[src/rtl/im_loader_if.sv]
`default_nettype none
// ============================================================================
//  Module   : im_loader_if
//  Purpose  : Bundles the byte-stream input, load-request and instruction-
//             memory write signals of the instruction-memory loader.
//
//  Signals  :
//    start       request a load (sampled only while the loader is idle)
//    base_addr   byte address of the first word (sampled with start)
//    word_count  number of 32-bit words to load (sampled with start)
//    byte_valid  source presents a byte on byte_data
//    byte_data   stream byte
//    byte_ready  loader accepts a byte this cycle
//    im_we       instruction-memory write strobe, one cycle per word
//    im_addr     byte address of the word being written
//    im_wdata    word being written
//    busy        loader is not idle
//    done        one-cycle pulse at the end of a successful load
//    err         one-cycle pulse when a start request is rejected
//
//  Modports :
//    master  request/stream source (drives start, parameters and bytes)
//    slave   the loader itself
//
//  Revision : 1.0  initial release
// ============================================================================
interface im_loader_if;
  logic        start;
  logic [31:0] base_addr;
  logic [10:0] word_count;
  logic        byte_valid;
  logic [7:0]  byte_data;
  logic        byte_ready;
  logic        im_we;
  logic [31:0] im_addr;
  logic [31:0] im_wdata;
  logic        busy;
  logic        done;
  logic        err;

  modport master (
    output start,
    output base_addr,
    output word_count,
    output byte_valid,
    output byte_data,
    input  byte_ready,
    input  im_we,
    input  im_addr,
    input  im_wdata,
    input  busy,
    input  done,
    input  err
  );

  modport slave (
    input  start,
    input  base_addr,
    input  word_count,
    input  byte_valid,
    input  byte_data,
    output byte_ready,
    output im_we,
    output im_addr,
    output im_wdata,
    output busy,
    output done,
    output err
  );
endinterface
`default_nettype wire

[src/rtl/im_loader.sv]
`default_nettype none
// ============================================================================
//  Module   : im_loader
//  Purpose  : Receives a byte stream (valid/ready), packs every four bytes
//             MSB first into a 32-bit word and writes the words into an
//             instruction memory at consecutive word addresses starting at
//             a latched base address.  Load requests that are misaligned,
//             empty, or that would run past the end of the memory are
//             rejected with an err pulse.
//
//  Ports    :
//    clk       rising-edge clock for all state
//    reset_n   asynchronous active-low reset
//    bus       im_loader_if.slave (request, byte stream, memory write port)
//
//  Parameters:
//    DEPTH_WORDS  instruction-memory depth in 32-bit words (max 1024)
//
//  Revision : 1.0  initial release
// ============================================================================
module im_loader #(
  parameter int DEPTH_WORDS = 1024
) (
  input  wire logic  clk,
  input  wire logic  reset_n,
  im_loader_if.slave bus
);

  localparam logic [31:0] c_DEPTH = 32'(DEPTH_WORDS);

  typedef enum logic [1:0] {
    S_IDLE  = 2'd0,
    S_RECV  = 2'd1,
    S_WRITE = 2'd2,
    S_DONE  = 2'd3
  } state_t;

  state_t      r_state;
  logic [31:0] r_base;
  logic [10:0] r_count;
  logic [10:0] r_index;
  logic [1:0]  r_bcnt;
  // The first three bytes of a word; the fourth arrives on the write edge
  // and is concatenated straight into the output register.
  logic [23:0] r_shift;

  logic        r_byte_ready;
  logic        r_busy;
  logic        r_im_we;
  logic        r_done;
  logic        r_err;
  logic [31:0] r_im_addr;
  logic [31:0] r_im_wdata;

  // --------------------------------------------------------------------------
  // Start-request validation.  The end index is formed at 12 bits so that a
  // base word index near the top of memory plus a large count cannot wrap
  // and sneak past the depth check.
  // --------------------------------------------------------------------------
  logic [11:0] w_end_index;
  logic        w_misaligned;
  logic        w_empty;
  logic        w_overflow;
  logic        w_bad_req;

  assign w_end_index  = {2'b00, bus.base_addr[11:2]} + {1'b0, bus.word_count};
  assign w_misaligned = (bus.base_addr[1:0] != 2'b00);
  assign w_empty      = (bus.word_count == 11'd0);
  assign w_overflow   = ({20'd0, w_end_index} > c_DEPTH);
  assign w_bad_req    = w_misaligned | w_empty | w_overflow;

  // --------------------------------------------------------------------------
  // Datapath helpers.  The index never exceeds word_count-1 < DEPTH_WORDS,
  // so index+1 always fits in 11 bits (1024 is the largest value needed).
  // --------------------------------------------------------------------------
  logic [10:0] w_index_nxt;
  logic        w_last_word;
  logic [31:0] w_wr_addr;

  assign w_index_nxt = r_index + 11'd1;
  assign w_last_word = (w_index_nxt == r_count);
  assign w_wr_addr   = r_base + {19'd0, r_index, 2'b00};

  // --------------------------------------------------------------------------
  // Control FSM with registered outputs.  byte_ready and busy are updated
  // together with the state so they always mirror it exactly.
  // --------------------------------------------------------------------------
  always_ff @(posedge clk or negedge reset_n) begin
    if (!reset_n) begin
      r_state      <= S_IDLE;
      r_base       <= 32'd0;
      r_count      <= 11'd0;
      r_index      <= 11'd0;
      r_bcnt       <= 2'd0;
      r_shift      <= 24'd0;
      r_byte_ready <= 1'b0;
      r_busy       <= 1'b0;
      r_im_we      <= 1'b0;
      r_done       <= 1'b0;
      r_err        <= 1'b0;
      r_im_addr    <= 32'd0;
      r_im_wdata   <= 32'd0;
    end else begin
      // Pulse outputs default low; im_addr/im_wdata hold between writes.
      r_im_we <= 1'b0;
      r_done  <= 1'b0;
      r_err   <= 1'b0;

      case (r_state)
        S_IDLE: begin
          if (bus.start) begin
            if (w_bad_req) begin
              // Rejected: stay idle, never touch the memory port.
              r_err <= 1'b1;
            end else begin
              r_base       <= bus.base_addr;
              r_count      <= bus.word_count;
              r_index      <= 11'd0;
              r_bcnt       <= 2'd0;
              r_state      <= S_RECV;
              r_byte_ready <= 1'b1;
              r_busy       <= 1'b1;
            end
          end
        end

        S_RECV: begin
          // Ready is high throughout RECV, so valid alone qualifies a beat.
          if (bus.byte_valid) begin
            r_shift <= {r_shift[15:0], bus.byte_data};
            if (r_bcnt == 2'd3) begin
              r_state      <= S_WRITE;
              r_byte_ready <= 1'b0;
              r_im_we      <= 1'b1;
              r_im_addr    <= w_wr_addr;
              r_im_wdata   <= {r_shift, bus.byte_data};
            end else begin
              r_bcnt <= r_bcnt + 2'd1;
            end
          end
        end

        S_WRITE: begin
          r_index <= w_index_nxt;
          r_bcnt  <= 2'd0;
          if (w_last_word) begin
            r_state <= S_DONE;
            r_done  <= 1'b1;
          end else begin
            r_state      <= S_RECV;
            r_byte_ready <= 1'b1;
          end
        end

        S_DONE: begin
          r_state <= S_IDLE;
          r_busy  <= 1'b0;
        end

        default: begin
          r_state      <= S_IDLE;
          r_byte_ready <= 1'b0;
          r_busy       <= 1'b0;
        end
      endcase
    end
  end

  assign bus.byte_ready = r_byte_ready;
  assign bus.busy       = r_busy;
  assign bus.im_we      = r_im_we;
  assign bus.im_addr    = r_im_addr;
  assign bus.im_wdata   = r_im_wdata;
  assign bus.done       = r_done;
  assign bus.err        = r_err;

endmodule
`default_nettype wire

[src/flat_wrapper.sv]
// flat-port wrapper written by rule: the top's interface ports become plain ports
module im_loader_flat 
#(
  parameter int DEPTH_WORDS = 1024
)
  (clk, reset_n, bus_start, bus_base_addr, bus_word_count, bus_byte_valid, bus_byte_data, bus_byte_ready, bus_im_we, bus_im_addr, bus_im_wdata, bus_busy, bus_done, bus_err);
  im_loader_if bus_i ();
  input  wire logic clk;
  input  wire logic reset_n;
  input wire logic [$bits(bus_i.start)-1:0] bus_start;
  input wire logic [$bits(bus_i.base_addr)-1:0] bus_base_addr;
  input wire logic [$bits(bus_i.word_count)-1:0] bus_word_count;
  input wire logic [$bits(bus_i.byte_valid)-1:0] bus_byte_valid;
  input wire logic [$bits(bus_i.byte_data)-1:0] bus_byte_data;
  output wire logic [$bits(bus_i.byte_ready)-1:0] bus_byte_ready;
  output wire logic [$bits(bus_i.im_we)-1:0] bus_im_we;
  output wire logic [$bits(bus_i.im_addr)-1:0] bus_im_addr;
  output wire logic [$bits(bus_i.im_wdata)-1:0] bus_im_wdata;
  output wire logic [$bits(bus_i.busy)-1:0] bus_busy;
  output wire logic [$bits(bus_i.done)-1:0] bus_done;
  output wire logic [$bits(bus_i.err)-1:0] bus_err;
  assign bus_i.start = bus_start;
  assign bus_i.base_addr = bus_base_addr;
  assign bus_i.word_count = bus_word_count;
  assign bus_i.byte_valid = bus_byte_valid;
  assign bus_i.byte_data = bus_byte_data;
  assign bus_byte_ready = bus_i.byte_ready;
  assign bus_im_we = bus_i.im_we;
  assign bus_im_addr = bus_i.im_addr;
  assign bus_im_wdata = bus_i.im_wdata;
  assign bus_busy = bus_i.busy;
  assign bus_done = bus_i.done;
  assign bus_err = bus_i.err;
  im_loader #(.DEPTH_WORDS(DEPTH_WORDS)) u_core (.clk(clk), .reset_n(reset_n), .bus(bus_i));
endmodule
[config.mk]
export PLATFORM = sky130hd
export DESIGN_NAME = im_loader_flat
export DESIGN_NICKNAME = d
export VERILOG_FILES = /design/src/rtl/im_loader_if.sv /design/src/rtl/im_loader.sv /design/src/flat_wrapper.sv
export SDC_FILE = /design/constraint.sdc
export NUM_CORES = 1
export LEC_CHECK = 0
export ABC_AREA = 1
export BUFFER_PORTS_ARGS = -buffer_cell sky130_fd_sc_hd__buf_2
export CAP_MARGIN = 5
export CORE_UTILIZATION = 60
export DETAILED_ROUTE_END_ITERATION = 8
export GPL_TIMING_DRIVEN = 1
export PLACE_DENSITY = 0.95
export SYNTH_ARGS = -nofsm -noshare
export SYNTH_HDL_FRONTEND = slang
export SYNTH_SLANG_ARGS = --single-unit
[constraint.sdc]
create_clock -name clk -period 3.6 [get_ports clk]
set_input_delay 0.72 -clock clk [delete_from_list [all_inputs] [get_ports clk]]
set_output_delay 0.72 -clock clk [all_outputs]
set_load 0.01 [all_outputs]
==> results.md, run 1 <==
Outcome:
- The run finished with clean final reports.

Job:
- Max-cap violations in this run came to 0.

Finish:
- The final-stage net count is 1212.
- The fraction of final layout cells with drive strength greater than 1 is ~17%.
- Fill cells in the final layout number 900.
- The final design utilization is 73.2%.
- The area growth from synthesis to layout is 18.2%.
- The antenna diode count is 0.
- Excluding fillers, the count of instances in the completed layout stands at 1317.
- After routing the design area is 9280 um^2.

Yosys:
- Among all flip-flop cells after synthesis, the most frequent one is dfrtp_1.
- Counting every instance in the synthesized netlist gives approximately 1000.
- dfrtp_1 takes more of the synthesized area than any other cell.
- In this run, synthesis produced a sequential element count of 151.
- The distinct cell type count of the synthesized netlist is 34.
- The average size of a mapped cell is a little under 8 um^2.
- The async set or reset register ratio after synthesis is between 90% and 100%.
- In the synthesized netlist, the cells that appear most often are 343 x nand2_1, 151 x dfrtp_1, 128 x inv_1.
- The library cell with the highest instance count after synthesis is nand2_1.
- The number of synthesized flops with an enable pin is 0.
- Of the post-synthesis cell area, the dominant cell type holds 48.1%.
- Ranked by total cell area, the synthesized netlist is headed by dfrtp_1 48%, nand2_1 16%, inv_1 6.1%.
- The netlist area before placement is ~7800 um^2.
- Counting every net in the synthesized netlist gives between 1000 and 1500.
- The sequential share of the synthesized area is 48.1%.
- The warning count from the yosys run is 0.

Timing:
- The total of endpoints with negative setup slack in the final report is 0.
- The worst hold slack is 0.327 ns.
- Across all setup checks in the final design, the least slack found is 0.649 ns.
- Based on the critical path, the design can be clocked at up to roughly 0.34 GHz.
- The max-slew violation count came to 0.
- In the finished design, the share of the clock period the worst path needs comes to around 82%.
- The final-report hold violation count is 0.
- Setup repair after global routing left no endpoint under its margin.
- At the pin with the least slew margin, the transition time is 0.766 ns.
- The smallest clock period supported by the final layout is computed as 2.95 ns.
- The final clock skew is 0.00542 ns.
- In this run the tightest slew margin relative to its limit is between 40% and 50%.
- Setup total negative slack on the finished layout was measured at 0 ns.

Worst setup path:
- The maximum fanout encountered on the critical timing path is 11.
- The critical path class is flop to flop.
- The endpoint class of the critical path is a flop.
- The delay contributed by the slowest stage of the critical path is between 0.5 and 0.6 ns.
- STA puts the critical path data required time at 3.97 ns.
- Among all stages on the critical path, the largest delay is contributed by dfrtp_1.
- The most frequent cell on the critical path is nand2_1.
- The arrival time of data at the critical path endpoint is about 3.3 ns.
- The worst setup path is launched from a flop.
- Traced cell by cell, the critical path runs through ha_1 > inv_1 > fa_1 > o21ai_1 > a21oi_1 > o21ai_1 > inv_1 > nor2_1 > nand2_1 > inv_1 > nand2_1 > nand2_1 > nand3_1 > nand2_1.

Route:
- The first routing iteration left ~720 violations.
- The post-detailed-route count of antenna-violating nets is 0.
- In the routed design, unresolved DRC markers number 0.
- Dividing the detail-routed via count by the number of cells gives 5.51.
- Summed over all layers, the routed wires come to between 15 and 20 mm.
- The average wire per cell in the routed design is about 15 um.
- The pre-antenna-repair detailed-routing pass consisted of 8 iterations.
- The overall via count from detail_route is about 7300.

Clocking:
- The clock sink count is about 150.
- TritonCTS built the clock tree.
- The insertion delay of the later-clocked pin in the worst-skew pair is between 0.4 and 0.5 ns.
- After clock tree synthesis, the repair step resized 0 gates.
- The clock passes through at most 2 buffers.
- TritonCTS created 17 clock buffers.
- Once the clock tree was built, the setup fixing pass inserted 0 buffers.
- The root buffer cell chosen for the clock tree is clkbuf_16.
- The level count of the clock H-tree is 4.
- After clock tree synthesis, the clock-pin slew on the worst setup and hold paths is ~0.060 ns.
- Hold repair after CTS inserted 0 buffers.

Placement:
- The quantity of I/O buffers inserted on ports is 123.
- The routability congestion estimate from global placement is 0.920.
- Once placement finished, the instance area stood at around 8600 um^2.
- The count of placed standard cells including taps is 1285.
- OpenSTA, run right after detailed placement, puts the worst setup slack at 0.411 ns.
- Detailed placement ended at an HPWL of between 10 and 15 mm.

Power:
- The largest vdd supply drop is 0.457 mV.
- Power spread over the standard cell area amounts to 738 nW/um^2.
- For this design the static power due to leakage is slightly above 5 nW.
- Summing internal, switching and leakage power gives 6.85 mW.

Global route:
- The initial antenna violation count came to 0.
- The pin count of the biggest net entering global routing is roughly 90.
- The global-route wire length before repair is between 30 and 40 mm.
- Global routing consumed, over all layers together, between 30% and 40% of the routing resources.
- The number of global-route vias before repair is between 6000 and 7000.
- The remaining global-route overflow is 0.

Floorplanning:
- The row count is 41.
- In this run the vertical extent of the chip is around 120 um.
- The number of top-level design ports is around 120.
- Measured along the x axis, the die boundary spans approximately 120 um.
- The core region is around 13000 um^2.
- For this configuration, the core starts out at a cell density of 61.9%.
- The floorplan step defined a die boundary enclosing between 10000 and 15000 um^2.

Min path:
- In this run the worst hold path is classified as primary input to async pin.
==> state kept, by name, summed over array words and instances (netlist names) <==
| register | flops |
|---|---|
| u_core.bus.busy | 1 |
| u_core.r_base | 32 |
| u_core.bus.im_wdata | 32 |
| u_core.r_count | 11 |
| u_core.bus.im_addr | 32 |
| u_core.bus.byte_ready | 1 |
| u_core.r_state | 2 |
| u_core.r_bcnt | 2 |
| u_core.r_shift | 24 |
| u_core.r_index | 11 |
| u_core.bus.err | 1 |
| u_core.bus.im_we | 1 |
| u_core.bus.done | 1 |
==> where the power goes <==
group | switching (mW) | internal, mW | total (mW)
Clock | 0.749 | 1.18 | 1.93
Sequential | 0.482 | 2.32 | 2.80
Combinational | 1.33 | 0.792 | 2.12
Total | 2.56 | 4.29 | 6.85
==> critical path: cells and delay by family, from the launching register on <==
family,cells,cell delay (ns)
AOI/OAI and AO/OA,3,0.65
adders and majority gates,2,0.66
buffers and inverters,3,0.31
DFF,1,0.55
and+or+nand+nor,6,0.71
==> per-layer routing <==
metal	share of wire, %	wire (um)	GRT usage, %	vias up
met4	3.1	608	14.2	0
met2	48	9530	50.0	345
met3	7.5	1490	7.01	57
met5	0	0	0	-
li1	-	-	-	3465
met1	41	8210	38.5	3388
==> cell type report <==
cell class              instances  area (um^2)  share of cell area, %
inverters                     132          495                   5.34
clock buffers                  17          425                   4.59
well taps                     172          215                   2.32
repair buffers                131          719                   7.75
flip-flops and latches        151         3780                   40.7
clock inverters                15          215                   2.32
multi-input cells             699         3430                   37.0
==> worst paths after layout <==
kind / from / end / slack, ns / depth (start not counted)
min: reset_n / u_core.bus.im_wdata[3]$_DFFE_PN0P_ / 0.33 / 1
min in group clk: u_core.bus.im_wdata[31]$_DFFE_PN0P_ / u_core.bus.im_wdata[31]$_DFFE_PN0P_ / 0.47 / 2
max reg2reg: u_core.r_index[0]$_DFFE_PN0P_ / u_core.bus.im_addr[26]$_DFFE_PN0P_ / 0.65 / 14
min reg2reg: u_core.bus.im_wdata[31]$_DFFE_PN0P_ / u_core.bus.im_wdata[31]$_DFFE_PN0P_ / 0.47 / 2
max: u_core.r_index[0]$_DFFE_PN0P_ / u_core.bus.im_addr[26]$_DFFE_PN0P_ / 0.65 / 14
max in group asynchronous: reset_n / u_core.r_base[29]$_DFFE_PN0P_ / 2.44 / 2
==> cell usage in the layout, fill, tap and decap left out, drive strengths merged <==
master and n:
nand2 346, dfrtp 151, inv 137, buf 131
o21ai 105, nor2 66, nand3 58, a21oi 30
ha 23, clkbuf 17, nand4 15, nand3b 10
a31oi 10, nor3 8, xor2 8, xnor2 5
bufinv 4, or2 4, o21bai 3, clkinvlp 3
clkinv 3, o31ai 2, and3 2, fa 2
a21o 1, a211oi 1
==> cells by family (layout without fill, tap and decap cells) <==
| logic type | count (synthesis) | after routing | synth area share, % |
|---|---|---|---|
| and+or+nand+nor | 509 | 509 | 26.8 |
| AOI/OAI and AO/OA | 152 | 152 | 11.1 |
| DFF | 151 | 151 | 48.1 |
| buffers and inverters | 160 | 295 | 8.32 |
| adders and majority gates | 25 | 25 | 4.18 |
| xor gates and xnor gates | 13 | 13 | 1.45 |
No activity file was read; power rests on OpenSTA's default activity.
==> run 2, diff against run 1 <==
Settings changed: CORE_UTILIZATION 60 to 57, PLACE_DENSITY 0.95 to 0.91.
Clock period 3.6 ns to 2.9 ns, I/O delays scaled along.
==> results.md, run 2 (synthesis results as in run 1) <==
Outcome:
- The flow ran to the end, and the final reports show no timing, DRC or antenna violations.

Route:
- After detailed routing, the number of vias per cell comes to approximately 5.4.
- For this block, the routed nets add up to between 15 and 20 mm of wire.
- The average wire per cell in the routed design is 14.6 um.
- For this run, design rule violations remaining after detail routing come to 0.
- For this block, the initial DRC count from the detailed router was ~800.
- For this run, the detailed router's first-pass iteration total came to 6.
- The final route contains between 7000 and 8000 vias.
- The post-detailed-route count of antenna-violating nets is 0.

Timing:
- The clock period minus final worst setup slack is approximately 2.7 ns.
- In the finished design, the share of the clock period the worst path needs comes to around 93%.
- Setup repair after global routing left no endpoint under its margin.
- The final clock skew is 0.00846 ns.
- Based on the critical path, the design can be clocked at up to approximately 0.37 GHz.
- The normalized max-slew margin is between 20% and 30%.
- The max-slew violation count is 0.
- The post-route worst setup slack is about 0.20 ns.
- The measured slew at the worst slew-check pin is 1.16 ns.
- Setup total negative slack on the finished layout was measured at 0 ns.
- The final-report hold violation count is 0.
- The total of endpoints with negative setup slack in the final report is 0.

Finish:
- The antenna diode count is 0.
- The area growth from synthesis to layout is 17.7%.
- Of the cells placed in the final design, the portion with a size suffix greater than 1 is roughly 17%.
- The library cell used most frequently in the layout, excluding fill and tap cells, is nand2_1.
- The top cell types in the final layout, fill and taps aside, are 343 x nand2_1, 151 x dfrtp_1, 128 x inv_1, 122 x buf_2, 70 x o21ai_0.
- Counting the fill cells in the layout gives around 1000.
- The finished cells cover 9240 um^2.
- After the last flow step, the layout net total stands at roughly 1200.
- The count of cells in the finished layout, fillers not included, comes to roughly 1300.

Worst setup path:
- The worst reg2reg path startpoint is u_core.r_base[2]$_DFFE_PN0P_.
- In this run the worst path has a maximum fanout of 5.
- The cell that appears most often on the critical path is inv_1.
- At the worst endpoint, the arrival time is 3.02 ns.
- The worst setup path is captured at a flop.
- The cell with the biggest individual delay on the critical path is dfrtp_1.
- Data on the critical path is required at its endpoint by 3.22 ns.
- The endpoint identified for the worst register-to-register timing path is u_core.bus.im_addr[26]$_DFFE_PN0P_.
- The critical path class is flop to flop.
- The delay contributed by the slowest stage of the critical path is between 0.4 and 0.5 ns.
- STA classifies the critical path startpoint as a flop.
- The launching element of the worst setup path is u_core.r_base[2]$_DFFE_PN0P_.
- The depth of the worst register-to-register path is 13.
- The worst register-to-register path has a setup slack of ~0.20 ns.
- Together, buffers and inverters on the worst path number 3.
- In this design, the largest share of critical-path delay is due to simple AND/OR/NAND/NOR gates.
- The signal on the critical path passes through ha_1 > inv_1 > fa_1 > o21ai_1 > a21oi_1 > o21ai_1 > inv_1 > nor2_1 > nand2_1 > inv_1 > nand3_1 > nand3_1 > nand2_1.

Placement:
- After detailed placement, the design holds a cell count of approximately 1300.
- The cell area after placement is 8630 um^2.
- The post-placement worst setup slack is around 0.011 ns.
- During placement, the flow inserted port buffers numbering approximately 120.
- The congestion estimate from routability-driven global placement came to between 0.9 and 1.
- The half-perimeter wire length after detailed placement is approximately 14 mm.

Floorplanning:
- The die outline height is 119 um.
- The core region is approximately 13000 um^2.
- The die covers 14200 um^2.
- The die width is around 120 um.
- The number of top-level design ports is around 120.
- The initial utilization of the core area, before any placement, comes to ~59%.
- The row count is 42.

Global route:
- The remaining global-route overflow is 0.
- The initial antenna violation count is 0.
- Global routing consumed, on the met2 layer, between 40% and 50% of the routing resources.
- The global routing usage on met3 is ~4.8%.
- The met1 track demand over resource in global routing is between 30% and 40%.
- The most used routing layer in global routing is met2.
- The pin count of the biggest net entering global routing is 82.
- Global routing used about 29% of the available tracks across all layers.
- The global-route wire length before repair is about 32 mm.
- The number of global-route vias before repair was between 6000 and 7000.

Clocking:
- The hold buffer count at CTS is 0.
- The tree is rooted in a clkbuf_16.
- The buffer levels on the longest clock path is 2.
- The H-tree was split into 4 levels.
- The clock drives roughly 150 sinks.
- After clock tree synthesis, the setup repair step added 0 buffers.
- At the later pin of the worst-skew pair, clock insertion delay measures 0.43 ns.
- After clock tree synthesis, the repair step resized 0 gates.
- The CTS tree is built.
- The clock-pin slew on the worst setup and hold paths is around 0.06 ns.
- The number of buffers created by CTS is 17.

Power:
- The power per cell area is 900 nW/um^2.
- For this design the static power due to leakage is just over 5 nW.
- VDD sags by at most between 0.4 and 0.5 mV.

Min path:
- The path class of the tightest hold or removal check is primary input to async pin.

Job:
- The tool flagged a number of max-cap violations equal to 0.
==> run 2: area by class of cell <==
class / count / area [um^2] / share of cell area (%)
multi-input cells: 699 / 3430 / 37.1
well taps: 176 / 220 / 2.38
flip-flops and latches: 151 / 3780 / 40.9
clock inverters: 14 / 164 / 1.77
clock buffers: 18 / 439 / 4.76
repair buffers: 133 / 709 / 7.68
inverters: 132 / 495 / 5.37
==> run 2: layer usage <==
layer  share of wire (%)  vias to the layer above
met3                 7.1                       44
met1                  42                     3357
met5                   0                        -
met4                 2.5                        0
li1                    -                     3472
met2                  48                      319
==> run 2: how the worst max path moves through the flow <==
stage                                                     to  slack (ns)  cells after the start
after CTS                 u_core.bus.im_addr[26]$_DFFE_PN0P_        0.22                     13
after detailed placement       u_core.r_index[3]$_DFFE_PN0P_        0.01                     18
after floorplan                u_core.r_count[7]$_DFFE_PN0P_        0.43                     17
final                     u_core.bus.im_addr[26]$_DFFE_PN0P_        0.20                     13
after global routing      u_core.bus.im_addr[26]$_DFFE_PN0P_       0.008                     14
after global placement         u_core.r_index[6]$_DFFE_PN0P_        0.12                     18
==> run 2: through the flow <==
| step | hold WS (ns) | util, % | total power, mW |
|---|---|---|---|
| final | 0.128 | 69.2 | 8.31 |
| after CTS | 0.155 | 69.2 | 8.31 |
| after global routing | 0.185 | 69.2 | 8.84 |
| after detailed placement | 0.453 | 64.7 | 6.00 |
| after floorplan | 0.284 | - | 5.02 |
| after global placement | 0.449 | 64.7 | 5.85 |
==> run 2: power by group <==
part           internal (mW)  total, mW  leakage [nW]  switching [mW]
registers               2.88       3.44          1.95           0.560
logic                  0.987       2.61          2.81            1.62
clock network           1.32       2.26         0.292           0.949
